`src/rtl/demux_1x3_reg_pkg.sv`:
```
`default_nettype none
// ============================================================================
//  Module      : demux_pkg
//  Description : Shared constants, slot state encoding and destination
//                decode helper for the registered 1-to-3 distributor.
//  Revision    : 1.0 - initial release
// ============================================================================
package demux_pkg;

  // Destination select encodings
  localparam logic [1:0] SEL_CH0  = 2'b00;
  localparam logic [1:0] SEL_CH1  = 2'b01;
  localparam logic [1:0] SEL_CH2  = 2'b10;
  localparam logic [1:0] SEL_DFLT = 2'b11;

  // Number of output slots
  localparam int NUM_CH = 3;

  // Per-slot occupancy state; a slot's valid output is simply ST_FULL
  typedef enum logic [0:0] {
    ST_EMPTY = 1'b0,
    ST_FULL  = 1'b1
  } slot_state_e;

  // Map a select code to a slot index. The spare code falls back to slot 0,
  // matching the read-side 3:1 channel select.
  function automatic logic [1:0] decode_target(input logic [1:0] sel);
    logic [1:0] idx;
    case (sel)
      SEL_CH1: idx = 2'd1;
      SEL_CH2: idx = 2'd2;
      default: idx = 2'd0;
    endcase
    return idx;
  endfunction

endpackage
`default_nettype wire

```
`src/rtl/demux_1x3_reg_if.sv`:
```
`default_nettype none
// ============================================================================
//  Module      : demux_1x3_reg_if
//  Description : Bundles the producer handshake and the three consumer slot
//                handshakes of the 1-to-3 distributor.
//                master : producer plus consumers (drives words and readies)
//                slave  : the distributor itself
//  Revision    : 1.0 - initial release
// ============================================================================
interface demux_1x3_reg_if #(
  parameter int W = 32
);

  // Producer side
  logic         in_valid;
  logic         in_ready;
  logic [1:0]   select;
  logic [W-1:0] data_in;

  // Consumer side, one handshake per slot
  logic [W-1:0] ch_0;
  logic [W-1:0] ch_1;
  logic [W-1:0] ch_2;
  logic         valid_0;
  logic         valid_1;
  logic         valid_2;
  logic         ready_0;
  logic         ready_1;
  logic         ready_2;

  modport master (
    output in_valid, select, data_in, ready_0, ready_1, ready_2,
    input  in_ready, ch_0, ch_1, ch_2, valid_0, valid_1, valid_2
  );

  modport slave (
    input  in_valid, select, data_in, ready_0, ready_1, ready_2,
    output in_ready, ch_0, ch_1, ch_2, valid_0, valid_1, valid_2
  );

endinterface
`default_nettype wire

```
`src/rtl/demux_1x3_reg_slot.sv`:
```
`default_nettype none
// ============================================================================
//  Module      : demux_slot
//  Description : Single-entry output slot with valid/ready drain. A write in
//                the same cycle as a drain replaces the word and keeps the
//                slot full, giving one word per cycle throughput.
//  Revision    : 1.0 - initial release
// ============================================================================
module demux_slot
  import demux_pkg::*;
#(
  parameter int W = 32
) (
  input  wire logic         clk,
  input  wire logic         rst,
  input  wire logic         wr_en,
  input  wire logic [W-1:0] wr_data,
  output logic      [W-1:0] out_data,
  output logic              out_valid,
  input  wire logic         out_ready,
  output logic              slot_free
);

  slot_state_e  state_q;
  slot_state_e  state_d;
  logic [W-1:0] data_q;
  logic [W-1:0] data_d;

  // State and data registers; reset drops any held word and clears the data
  always_ff @(posedge clk or posedge rst) begin
    if (rst) begin
      state_q <= ST_EMPTY;
      data_q  <= '0;
    end else begin
      state_q <= state_d;
      data_q  <= data_d;
    end
  end

  // Next-state: load on write, empty on drain unless refilled the same cycle
  always_comb begin
    state_d = state_q;
    data_d  = data_q;
    case (state_q)
      ST_EMPTY: begin
        if (wr_en) begin
          state_d = ST_FULL;
          data_d  = wr_data;
        end
      end
      ST_FULL: begin
        if (wr_en) begin
          data_d = wr_data;
        end else if (out_ready) begin
          state_d = ST_EMPTY;
        end
      end
      default: begin
        state_d = ST_EMPTY;
      end
    endcase
  end

  assign out_data  = data_q;
  assign out_valid = (state_q == ST_FULL);
  // The slot can take a word if it is empty or its current word leaves now
  assign slot_free = !out_valid || out_ready;

endmodule
`default_nettype wire

```
`src/rtl/demux_1x3_reg.sv`:
```
`default_nettype none
// ============================================================================
//  Module      : demux_1x3_reg
//  Description : Registered 1-to-3 distributor. Routes a producer word into
//                one of three single-entry slots, each with its own
//                valid/ready handshake toward a consumer. Only the target
//                slot can hold off the producer.
//  Options     : DEMUX_BROADCAST_EN - when defined, select 2'b11 writes all
//                three slots at once and waits for all three to be free.
//                When undefined, 2'b11 routes to slot 0.
//  Revision    : 1.0 - initial release
// ============================================================================
module demux_1x3_reg
  import demux_pkg::*;
#(
  parameter int W = 32
) (
  input  wire logic        clk,
  input  wire logic        rst,
  demux_1x3_reg_if.slave   bus
);

  logic [1:0]        w_tgt;
  logic              w_bcast;
  logic              w_accept;
  logic [NUM_CH-1:0] w_slot_free;
  logic [NUM_CH-1:0] w_slot_valid;
  logic [NUM_CH-1:0] w_out_ready;
  logic [NUM_CH-1:0] w_wr_en;
  logic [W-1:0]      w_slot_data [NUM_CH];

  assign w_out_ready = {bus.ready_2, bus.ready_1, bus.ready_0};
  assign w_tgt       = decode_target(bus.select);

`ifdef DEMUX_BROADCAST_EN
  assign w_bcast = (bus.select == SEL_DFLT);
`else
  assign w_bcast = 1'b0;
`endif

  // Ready toward the producer depends only on the addressed slot(s), never
  // on in_valid, so the producer may look at it before committing a word
  always_comb begin
    bus.in_ready = 1'b0;
    if (w_bcast) begin
      bus.in_ready = &w_slot_free;
    end else begin
      case (w_tgt)
        2'd1:    bus.in_ready = w_slot_free[1];
        2'd2:    bus.in_ready = w_slot_free[2];
        default: bus.in_ready = w_slot_free[0];
      endcase
    end
  end

  assign w_accept = bus.in_valid && bus.in_ready;

  // Write enables: the accepted word goes only to its addressed slot(s)
  always_comb begin
    w_wr_en = '0;
    for (int n = 0; n < NUM_CH; n++) begin
      w_wr_en[n] = w_accept && (w_bcast || (w_tgt == 2'(n)));
    end
  end

  generate
    for (genvar n = 0; n < NUM_CH; n++) begin : g_slot
      demux_slot #(
        .W (W)
      ) u_slot (
        .clk       (clk),
        .rst       (rst),
        .wr_en     (w_wr_en[n]),
        .wr_data   (bus.data_in),
        .out_data  (w_slot_data[n]),
        .out_valid (w_slot_valid[n]),
        .out_ready (w_out_ready[n]),
        .slot_free (w_slot_free[n])
      );
    end
  endgenerate

  assign bus.ch_0    = w_slot_data[0];
  assign bus.ch_1    = w_slot_data[1];
  assign bus.ch_2    = w_slot_data[2];
  assign bus.valid_0 = w_slot_valid[0];
  assign bus.valid_1 = w_slot_valid[1];
  assign bus.valid_2 = w_slot_valid[2];

endmodule
`default_nettype wire
```
`src/flat_wrapper.sv`:
```
// flat-port wrapper written by rule: the top's interface ports become plain ports
module demux_1x3_reg_flat import demux_pkg::*;
#(
  parameter int W = 32
)
  (clk, rst, bus_in_valid, bus_select, bus_data_in, bus_ready_0, bus_ready_1, bus_ready_2, bus_in_ready, bus_ch_0, bus_ch_1, bus_ch_2, bus_valid_0, bus_valid_1, bus_valid_2);
  demux_1x3_reg_if #(.W(W)) bus_i ();
  input  wire logic clk;
  input  wire logic rst;
  input wire logic [$bits(bus_i.in_valid)-1:0] bus_in_valid;
  input wire logic [$bits(bus_i.select)-1:0] bus_select;
  input wire logic [$bits(bus_i.data_in)-1:0] bus_data_in;
  input wire logic [$bits(bus_i.ready_0)-1:0] bus_ready_0;
  input wire logic [$bits(bus_i.ready_1)-1:0] bus_ready_1;
  input wire logic [$bits(bus_i.ready_2)-1:0] bus_ready_2;
  output wire logic [$bits(bus_i.in_ready)-1:0] bus_in_ready;
  output wire logic [$bits(bus_i.ch_0)-1:0] bus_ch_0;
  output wire logic [$bits(bus_i.ch_1)-1:0] bus_ch_1;
  output wire logic [$bits(bus_i.ch_2)-1:0] bus_ch_2;
  output wire logic [$bits(bus_i.valid_0)-1:0] bus_valid_0;
  output wire logic [$bits(bus_i.valid_1)-1:0] bus_valid_1;
  output wire logic [$bits(bus_i.valid_2)-1:0] bus_valid_2;
  assign bus_i.in_valid = bus_in_valid;
  assign bus_i.select = bus_select;
  assign bus_i.data_in = bus_data_in;
  assign bus_i.ready_0 = bus_ready_0;
  assign bus_i.ready_1 = bus_ready_1;
  assign bus_i.ready_2 = bus_ready_2;
  assign bus_in_ready = bus_i.in_ready;
  assign bus_ch_0 = bus_i.ch_0;
  assign bus_ch_1 = bus_i.ch_1;
  assign bus_ch_2 = bus_i.ch_2;
  assign bus_valid_0 = bus_i.valid_0;
  assign bus_valid_1 = bus_i.valid_1;
  assign bus_valid_2 = bus_i.valid_2;
  demux_1x3_reg #(.W(W)) u_core (.clk(clk), .rst(rst), .bus(bus_i));
endmodule
```
`config.mk`:
```
export PLATFORM = sky130hd
export DESIGN_NAME = demux_1x3_reg_flat
export DESIGN_NICKNAME = d
export VERILOG_FILES = /design/src/rtl/demux_1x3_reg_pkg.sv /design/src/rtl/demux_1x3_reg_if.sv /design/src/rtl/demux_1x3_reg_slot.sv /design/src/rtl/demux_1x3_reg.sv /design/src/flat_wrapper.sv
export SDC_FILE = /design/constraint.sdc
export NUM_CORES = 1
export LEC_CHECK = 0
export CAP_MARGIN = 10
export CORE_MARGIN = 4
export CORE_UTILIZATION = 49
export CTS_BUF_LIST = sky130_fd_sc_hd__clkbuf_4 sky130_fd_sc_hd__clkbuf_8
export DETAILED_ROUTE_END_ITERATION = 7
export GPL_TIMING_DRIVEN = 0
export MAX_ROUTING_LAYER = met4
export PLACE_DENSITY = 0.95
export SETUP_SLACK_MARGIN = 0.4
export SYNTH_ARGS = -nofsm -noshare
export SYNTH_HDL_FRONTEND = slang
export SYNTH_SLANG_ARGS = --single-unit
```
`constraint.sdc`:
```
create_clock -name clk -period 8.7 [get_ports clk]
set_input_delay 0.87 -clock clk [delete_from_list [all_inputs] [get_ports clk]]
set_output_delay 0.87 -clock clk [all_outputs]
set_load 0.01 [all_outputs]
```
==> results of run 1 <==
[area by class of cell]
class | count | area (µm²) | area share, %
Buffer | 10 | 37.5 | 0.681
Timing Repair Buffer | 140 | 1420 | 25.7
Tap cell | 99 | 124 | 2.25
Clock inverter | 6 | 111 | 2.02
Inverter | 4 | 17.5 | 0.318
Clock buffer | 10 | 138 | 2.50
Multi-Input combinational cell | 113 | 1190 | 21.5
Sequential cell | 99 | 2480 | 45.0
[worst paths after layout]
| check | endpoint | slack (ns) |
|---|---|---|
| min in group asynchronous | u_core.g_slot[1].u_slot.out_data[8] | 0.95 |
| min reg2reg | u_core.g_slot[2].u_slot.out_data[25] | 0.49 |
| max | bus_in_ready | 4.89 |
| min | u_core.g_slot[2].u_slot.out_data[25] | 0.49 |
| max reg2reg | u_core.g_slot[2].u_slot.out_data[0] | 6.57 |
| max in group asynchronous | u_core.g_slot[1].u_slot.out_data[26] | 7.11 |
[power groups by stage]
stage                     clock network (mW)  logic (mW)  registers (mW)
final                                  0.352       0.488           0.650
after global routing                   0.381       0.524           0.667
after CTS                              0.362       0.499           0.652
after detailed placement                   0       0.495           0.661
after global placement                     0       0.482           0.650
after floorplan                            0       0.115           0.714
[cell families (layout without fill, tap and decap cells)]
kind of cell | after synthesis | in the layout
and+or+nand+nor | 12 | 12
AOI/OAI and AO/OA | 3 | 3
buffers and inverters | 14 | 170
muxes | 96 | 96
DFF | 99 | 99
adders and majority gates | 2 | 2
[routing by layer]
layer	track usage [%]	up-vias	share of wire, %	wire length (µm)
met5	-	-	0	0
met4	6.97	0	1.4	119
met3	4.26	11	6.3	522
met2	32.8	92	50	4190
met1	24.7	1175	42	3470
li1	-	1085	-	-
[cell usage after synthesis]
cell,instances,share of area (%)
buf_1,3,0.30
mux2_1,60,18
nor2b_1,3,0.51
dfrtp_1,99,67
nand2_1,4,0.40
nor2_1,2,0.20
ha_1,2,0.67
inv_1,4,0.40
clkbuf_1,7,0.71
nand2b_1,3,0.51
o21ai_0,2,0.27
mux2_2,36,11
a222oi_1,1,0.27
[sequential cells by signal (all words and copies together) (netlist names)]
register	flops
u_core.g_slot.u_slot.out_data	96
u_core.g_slot.u_slot.out_valid	3
[through the flow]
step | instance area, µm² | hold WS (ns) | std cells
after floorplan | 3720 | 0.529 | 226
after global placement | 5230 | 0.466 | 464
after detailed placement | 5260 | 0.475 | 465
after CTS | 5510 | 0.495 | 481
after global routing | 5510 | 0.503 | 481
final | 5510 | 0.489 | 481
[critical path: cells and delay by family]
kind,cells,cell delay [ns]
buf+inv,4,1.14
compound gates,1,0.54
fa+ha+maj,1,0.33
simple gates,1,0.06
==> reports/qor.csv, run 1 <==
metric;value;unit
fmax;262;MHz
critPathCaptureType;output port;
n_fill_cell;470;
final_cell_mix;clkdlybuf4s50_1, dfrtp_1, mux2_1, mux2_2, clkbuf_8;
firstDrtPassIters;4;
htreeDepth;3;
path_class;input pin to output port;
clk_pin_slew;0.09;ns
slew-limit-headroom;55.6;%
power.leakage;2.32;nW
rsz0062_at_grt;no;
cts.path.max_buffers;2;
hold_depth;1;
crit_path_top_delay_cell;a222oi_1;
critPathArrivalTime;2.94;ns
synth_compound_area_share;0.539;%
path_cells;clkdlybuf4s50_1 -> inv_1 -> ha_1 -> nor2b_1 -> a222oi_1 -> inv_1 -> clkdlybuf4s50_1;
synthMuxAreaShare;29.1;%
intPower;1.09;mW
syn_nets;268;
core-area;7330;µm²
grt_max_degree;52;
worst_setup_path_start_kind;input pin;
cts_tree;done;
rr_worst_depth;5;
worstHoldStart;u_core.g_slot[2].u_slot.out_data[25];
syn_avg_cell_area;16.4;µm²
synthCells;226;
vias_per_cell;4.91;
cts_resized;0;
clk_latency;0.35;ns
ir_drop;0.165;mV
min_path_type;flop to flop;
finalCriticalPeriod;3.81;ns
grt.overflow.total;0;
drcViolationCount;0;
drive_above_1_share;14.1;%
skew;0.00612;ns
hold_buffers;0;
wl;8.30;mm
layout_commonest_cell;clkdlybuf4s50_1;
grt_usage;20.0;%
fin_crit_sh;43.8;%
syn_area;3720;µm²
gp_congestion;0.756;
finalPower;1.49;mW
worstReg2RegStart;u_core.g_slot[2].u_slot.out_valid;
pwr-share-seq;43.6;%
nets;419;
yosysWarnings;0;
tns;0;ns
die_width;95.1;µm
dp_hpwl;6.33;mm
clk_root_buffer_cell;clkbuf_8;
synthAdderAreaFrac;0.673;%
yosysSeqAreaShare;66.7;%
cpPeakStageDelay;0.54;ns
worst_ep_required_time;7.83;ns
postLayoutCoreUtil;75.2;%
cp_max_fo;5;
maxCapViolCount;0;
die-area;9040;µm²
post-route-worst-setup-slack;4.89;ns
worst_slew_pin_slew;0.666;ns
ant_nets;0;
power_frac_comb;32.7;%
place_ws;4.90;ns
maxSlewViolCount;0;
die_h;95.1;µm
syn_to_final_growth;48.3;%
cts_inserted_buffers;9;
ios;140;
ys_ff_latch;99;
drtIter0Drc;39;
numPortBuffers;139;
antenna_found_initial;0;
synth_xor_area_share;0;%
vias;2363;
grt_pass1_wl;13.3;mm
clockPowerShare;23.6;%
ys_types;13;
finalSetupViolations;0;
synth_top_family_by_area;multiplexers;
swShare;26.6;%
grt_pass1_vias;2636;
cts_setup_buffers;0;
synth_simple_gate_area_share;1.62;%
status;finished clean;
power_density;270;nW/µm²
rows;31;
switchingPower;0.397;mW
start_util;50.7;%
numClockSinks;99;
cp-startpoint;bus_select[0];
avgRoutedWirePerCell;17.3;µm
hold_viol;0;
n_antenna_cell;0;
(Power assumes the default switching activity.)
==> inputs of run 2 (changes only) <==
--- a/config.mk
+++ b/config.mk
@@ -7,12 +7,12 @@
 export LEC_CHECK = 0
 export CAP_MARGIN = 10
 export CORE_MARGIN = 4
-export CORE_UTILIZATION = 49
+export CORE_UTILIZATION = 41
 export CTS_BUF_LIST = sky130_fd_sc_hd__clkbuf_4 sky130_fd_sc_hd__clkbuf_8
 export DETAILED_ROUTE_END_ITERATION = 7
 export GPL_TIMING_DRIVEN = 0
 export MAX_ROUTING_LAYER = met4
-export PLACE_DENSITY = 0.95
+export PLACE_DENSITY = 0.86
 export SETUP_SLACK_MARGIN = 0.4
 export SYNTH_ARGS = -nofsm -noshare
 export SYNTH_HDL_FRONTEND = slang
==> constraint.sdc (replaced) <==
create_clock -name clk -period 3.5 [get_ports clk]
set_input_delay 0.35 -clock clk [delete_from_list [all_inputs] [get_ports clk]]
set_output_delay 0.35 -clock clk [all_outputs]
set_load 0.01 [all_outputs]
==> run 2 against run 1 <==
Core utilization fell by 13 points. Clock-buffer cell count did not move. Critical endpoint unchanged. Critical path type unchanged. Design area fell by 1.1%. Critical path depth did not move. Routed wire length rose by 3.5%. Global-route usage fell by 2.8 points. Register-to-register slack got worse by 5.3 ns. Setup slack got worse by 4.3 ns.
==> reports/qor.csv, run 2 (synthesis gave the netlist of run 1 again) <==
metric;value;unit
timing.rr.end;u_core.g_slot[1].u_slot.out_data[4];
cp_max_fo;5;
drive_above_1_share;14.1;%
vias;2392;
power_density;642;nW/µm²
min_path_type;input pin to async pin;
status;finished clean;
maxCapViolCount;0;
clk_root_buffer_cell;clkbuf_8;
placed_area;5270;µm²
place_ws;0.333;ns
numClockSinks;99;
final_cell_count_no_fill;490;
grt.overflow.total;0;
die_width;103;µm
rr_worst_depth;5;
avgRoutedWirePerCell;17.5;µm
n_fill_cell;691;
start_util;42.4;%
drtIter0Drc;39;
die_h;103;µm
cts_resized;0;
hold_viol;0;
fmax;342;MHz
largest_reg_flops;96;
stdcell_area;5450;µm²
finalCriticalPeriod;2.92;ns
worst_slew_pin_slew;0.671;ns
path_class;input pin to output port;
clk_pin_slew;0.10;ns
multiInputGateArea;1190;µm²
dp_hpwl;6.46;mm
skew;0.0159;ns
final_cell_mix;clkdlybuf4s50_1, dfrtp_1, mux2_1, mux2_2, clkbuf_8;
nets;419;
antenna_found_initial;0;
grt_pass1_wl;13.6;mm
grt_usage;17.2;%
die-area;10700;µm²
register_area;2480;µm²
critPathArrivalTime;2.57;ns
wl;8.60;mm
worst_setup_path_start_kind;input pin;
ant_nets;0;
gp_congestion;0.775;
finalSetupViolations;0;
core-area;8760;µm²
vias_per_cell;4.88;
cts_tree;done;
syn_to_final_growth;46.7;%
grt_pass1_vias;2619;
numPortBuffers;139;
placedCellCount;474;
ios;140;
hold_buffers;0;
htreeDepth;3;
n_antenna_cell;0;
fin_crit_sh;83.5;%
cts.path.max_buffers;2;
ir_drop;0.309;mV
rows;34;
power.leakage;2.29;nW
worstReg2RegStart;u_core.g_slot[2].u_slot.out_valid;
drcViolationCount;0;
cts_setup_buffers;0;
grt_max_degree;52;
critPathCaptureType;output port;
cts_inserted_buffers;9;
worst_ep_required_time;3.15;ns
post-route-worst-setup-slack;0.576;ns
slew-limit-headroom;55.3;%
maxSlewViolCount;0;
r2r_slack;1.24;ns
layout_commonest_cell;clkdlybuf4s50_1;
firstDrtPassIters;4;
rsz0062_at_grt;no;
clk_latency;0.35;ns
[run 2: critical path, cell delays in order]
cell and delay (ns):
clkdlybuf4s50_1 0.50, inv_1 0.06, ha_1 0.34, nor2b_1 0.06, a222oi_1 0.63, inv_1 0.12
clkdlybuf4s50_1 0.50
[run 2: stage by stage]
step	setup TNS (ns)	power (mW)	util (%)	hold WS, ns
floorplan	0	2.06	-	0.485
CTS	0	3.55	62.2	0.440
detailed placement	0	2.88	60.2	0.474
finish	0	3.50	62.2	0.423
global route	0	3.71	62.2	0.467
global placement	-75.14	2.83	59.8	0.466
[run 2: worst max-delay path by stage]
stage	slack, ns	cells past startpoint	endpoint	start
2_1_floorplan	0.56	1	u_core.g_slot[0].u_slot.out_data[0]	rst
3_3_place_gp	-0.77	2	u_core.g_slot[0].u_slot.out_data[20]	rst
3_5_place_dp	0.33	8	u_core.g_slot[2].u_slot.out_data[23]	bus_select[0]
4_1_cts	0.58	7	bus_in_ready	bus_select[0]
5_1_grt	0.45	7	bus_in_ready	bus_select[0]
6_report	0.58	7	bus_in_ready	bus_select[0]
[run 2: per-layer routing]
metal / GRT usage (%) / vias up / wire (µm) / part of all wire [%]
li1: - / 1085 / - / -
met1: 22.4 / 1213 / 3740 / 44
met2: 27.5 / 88 / 4230 / 49
met3: 4.43 / 6 / 562 / 6.5
met4: 3.59 / 0 / 55 / 0.64
met5: - / - / 0 / 0
[run 2: final cells by class]
class,count,area share [%]
sequential,99,45.5
timing repair buffer,140,26.0
multi-input combinational,113,21.8
tap,108,2.48
clock buffer,10,2.41
clock inverter,6,0.849
buffer,10,0.689
inverter,4,0.321
[run 2: report_power, final]
group,leakage (nW),switching [mW],total [mW],internal [mW]
registers,1.18,0.159,1.61,1.46
clock network,0.0871,0.396,0.669,0.273
logic,1.02,0.451,1.22,0.765
total,2.29,1.01,3.50,2.49
==> inputs of run 3 (changes only) <==
==> constraint.sdc (replaced) <==
create_clock -name clk -period 2.4 [get_ports clk]
set_input_delay 0.24 -clock clk [delete_from_list [all_inputs] [get_ports clk]]
set_output_delay 0.24 -clock clk [all_outputs]
set_load 0.01 [all_outputs]
==> run 3 against run 2 <==
Sequential power increased by 47%. Cell count increased by 1.2%. Clock-buffer cell count unchanged. Via count increased by 1.8%. Highest routed layer unchanged. Power increased by 50%. Worst hold slack got worse by 0.21 ns.
==> reports/qor.csv, run 3 (synthesis gave the netlist of run 1 again) <==
metric;value;unit
place_ws;-0.667;ns
fmax;524;MHz
min_path_type;input pin to async pin;
grt_pass1_wl;13.8;mm
dp_hpwl;6.56;mm
power.leakage;2.37;nW
path_class;input pin to output port;
gp_congestion;0.752;
clk_root_buffer_cell;clkbuf_8;
grt_pass1_vias;2639;
nets;425;
worst_slew_pin_slew;0.369;ns
finalCriticalPeriod;1.91;ns
ant_nets;0;
post-route-worst-setup-slack;0.490;ns
wl;8.91;mm
largest_reg_flops;96;
layout_commonest_cell;clkdlybuf4s50_1;
die_width;103;µm
die-area;10700;µm²
maxSlewViolCount;0;
grt.overflow.total;0;
critPathCaptureType;output port;
cts_inserted_buffers;9;
fin_crit_sh;79.6;%
maxCapViolCount;0;
critPathArrivalTime;1.67;ns
postLayoutCoreUtil;63.7;%
cts_tree;done;
syn_to_final_growth;50.2;%
skew;0.00670;ns
finalPower;5.25;mW
vias;2434;
hold_viol;0;
n_fill_cell;696;
route.met3.wl;482;µm
met1_length;3.74;mm
die_h;103;µm
clk_latency;0.36;ns
worst_setup_path_start_kind;input pin;
worst_ep_required_time;2.16;ns
ios;140;
antenna_found_initial;0;
hold_buffers;0;
path_cells;clkdlybuf4s15_1 -> inv_2 -> ha_4 -> nor2b_1 -> a222oi_1 -> buf_4 -> inv_1 -> dlygate4sd2_1;
grt_usage;17.9;%
rsz0062_at_grt;no;
core-area;8760;µm²
cp_max_fo;4;
firstDrtPassIters;4;
ir_drop;0.522;mV
drtIter0Drc;29;
drive_above_1_share;18.8;%
n_antenna_cell;0;
power_density;940;nW/µm²
status;finished clean;
rows;34;
numPortBuffers;139;
wl_met2;4.53;mm
finalSetupViolations;0;
avgRoutedWirePerCell;18.0;µm
clk_pin_slew;0.09;ns
drcViolationCount;0;
crit_path_top_delay_cell;a222oi_1;
top_layer;met4;
rr_worst_depth;7;
cpPeakStageDelay;0.30;ns
cts.path.max_buffers;2;
final_cell_mix;clkdlybuf4s50_1, dfrtp_1, mux2_1, mux2_2, clkbuf_8;
slew-limit-headroom;75.4;%
numClockSinks;99;
htreeDepth;3;
grt_max_degree;45;
vias_per_cell;4.91;
start_util;42.4;%
run 3: cell count changes in the layout (fill, tap and decap cells not counted), sizes merged:
cell and change:
buf +6, bufinv +1, clkdlybuf4s15 +2, clkdlybuf4s50 -3, clkinv +1, dlygate4sd2 +1
inv -2
run 3: layer usage:
layer	up-vias	GRT usage, %
met2	83	29.1
met1	1235	22.1
met5	-	-
li1	1102	-
met3	14	3.82
met4	0	6.97
run 3: timing repair:
action / 4_1_cts / 5_1_grt
cloned: 1 / 0
setup buffers: 4 / 0
gates resized for setup: 21 / 7
setup endpoints to repair: 95 / 61
pin swaps: 2 / 1
run 3: worst max-delay path, delay by kind of cell:
kind	cells	cell delay [ns]
buffers and inverters	5	0.78
AO/OA/AOI/OAI	1	0.30
adder cells (fa/ha/maj)	1	0.28
AND/OR/NAND/NOR	1	0.06
run 3: power breakdown:
group | internal, mW | switching, mW | total (mW)
Sequential | 2.12 | 0.236 | 2.36
Combinational | 1.13 | 0.662 | 1.79
Clock | 0.505 | 0.588 | 1.09
run 3: per-stage QoR:
stage	setup TNS (ns)	cells	hold WS (ns)	cell area, µm²
6_report	0	496	0.211	5580
5_1_grt	0	496	0.216	5580
4_1_cts	0	496	0.200	5580
3_5_place_dp	-44.64	475	0.474	5290
3_3_place_gp	-35.74	473	0.466	5250
2_1_floorplan	0	226	0.375	3720
run 3: final timing paths:
path	slack, ns	to	start
max in group asynchronous	1.66	u_core.g_slot[1].u_slot.out_data[17]	rst
hold / removal	0.21	u_core.g_slot[2].u_slot.out_data[31]	rst
min in group clk	0.45	u_core.g_slot[0].u_slot.out_valid	bus_select[1]
hold reg to reg	0.49	u_core.g_slot[1].u_slot.out_data[7]	u_core.g_slot[1].u_slot.out_data[7]
setup reg to reg	0.64	u_core.g_slot[2].u_slot.out_data[28]	u_core.g_slot[0].u_slot.out_valid
setup / recovery	0.49	bus_in_ready	bus_select[0]
run 3: layout make-up:
cell class	instances	area [µm²]	area share, %
inverters	4	18.8	0.336
flip-flops and latches	99	2480	44.4
repair buffers	146	1470	26.3
clock buffers	10	131	2.35
plain buffers	10	70.1	1.26
clock inverters	6	72.6	1.30
well taps	108	135	2.42
multi-input cells	113	1210	21.7
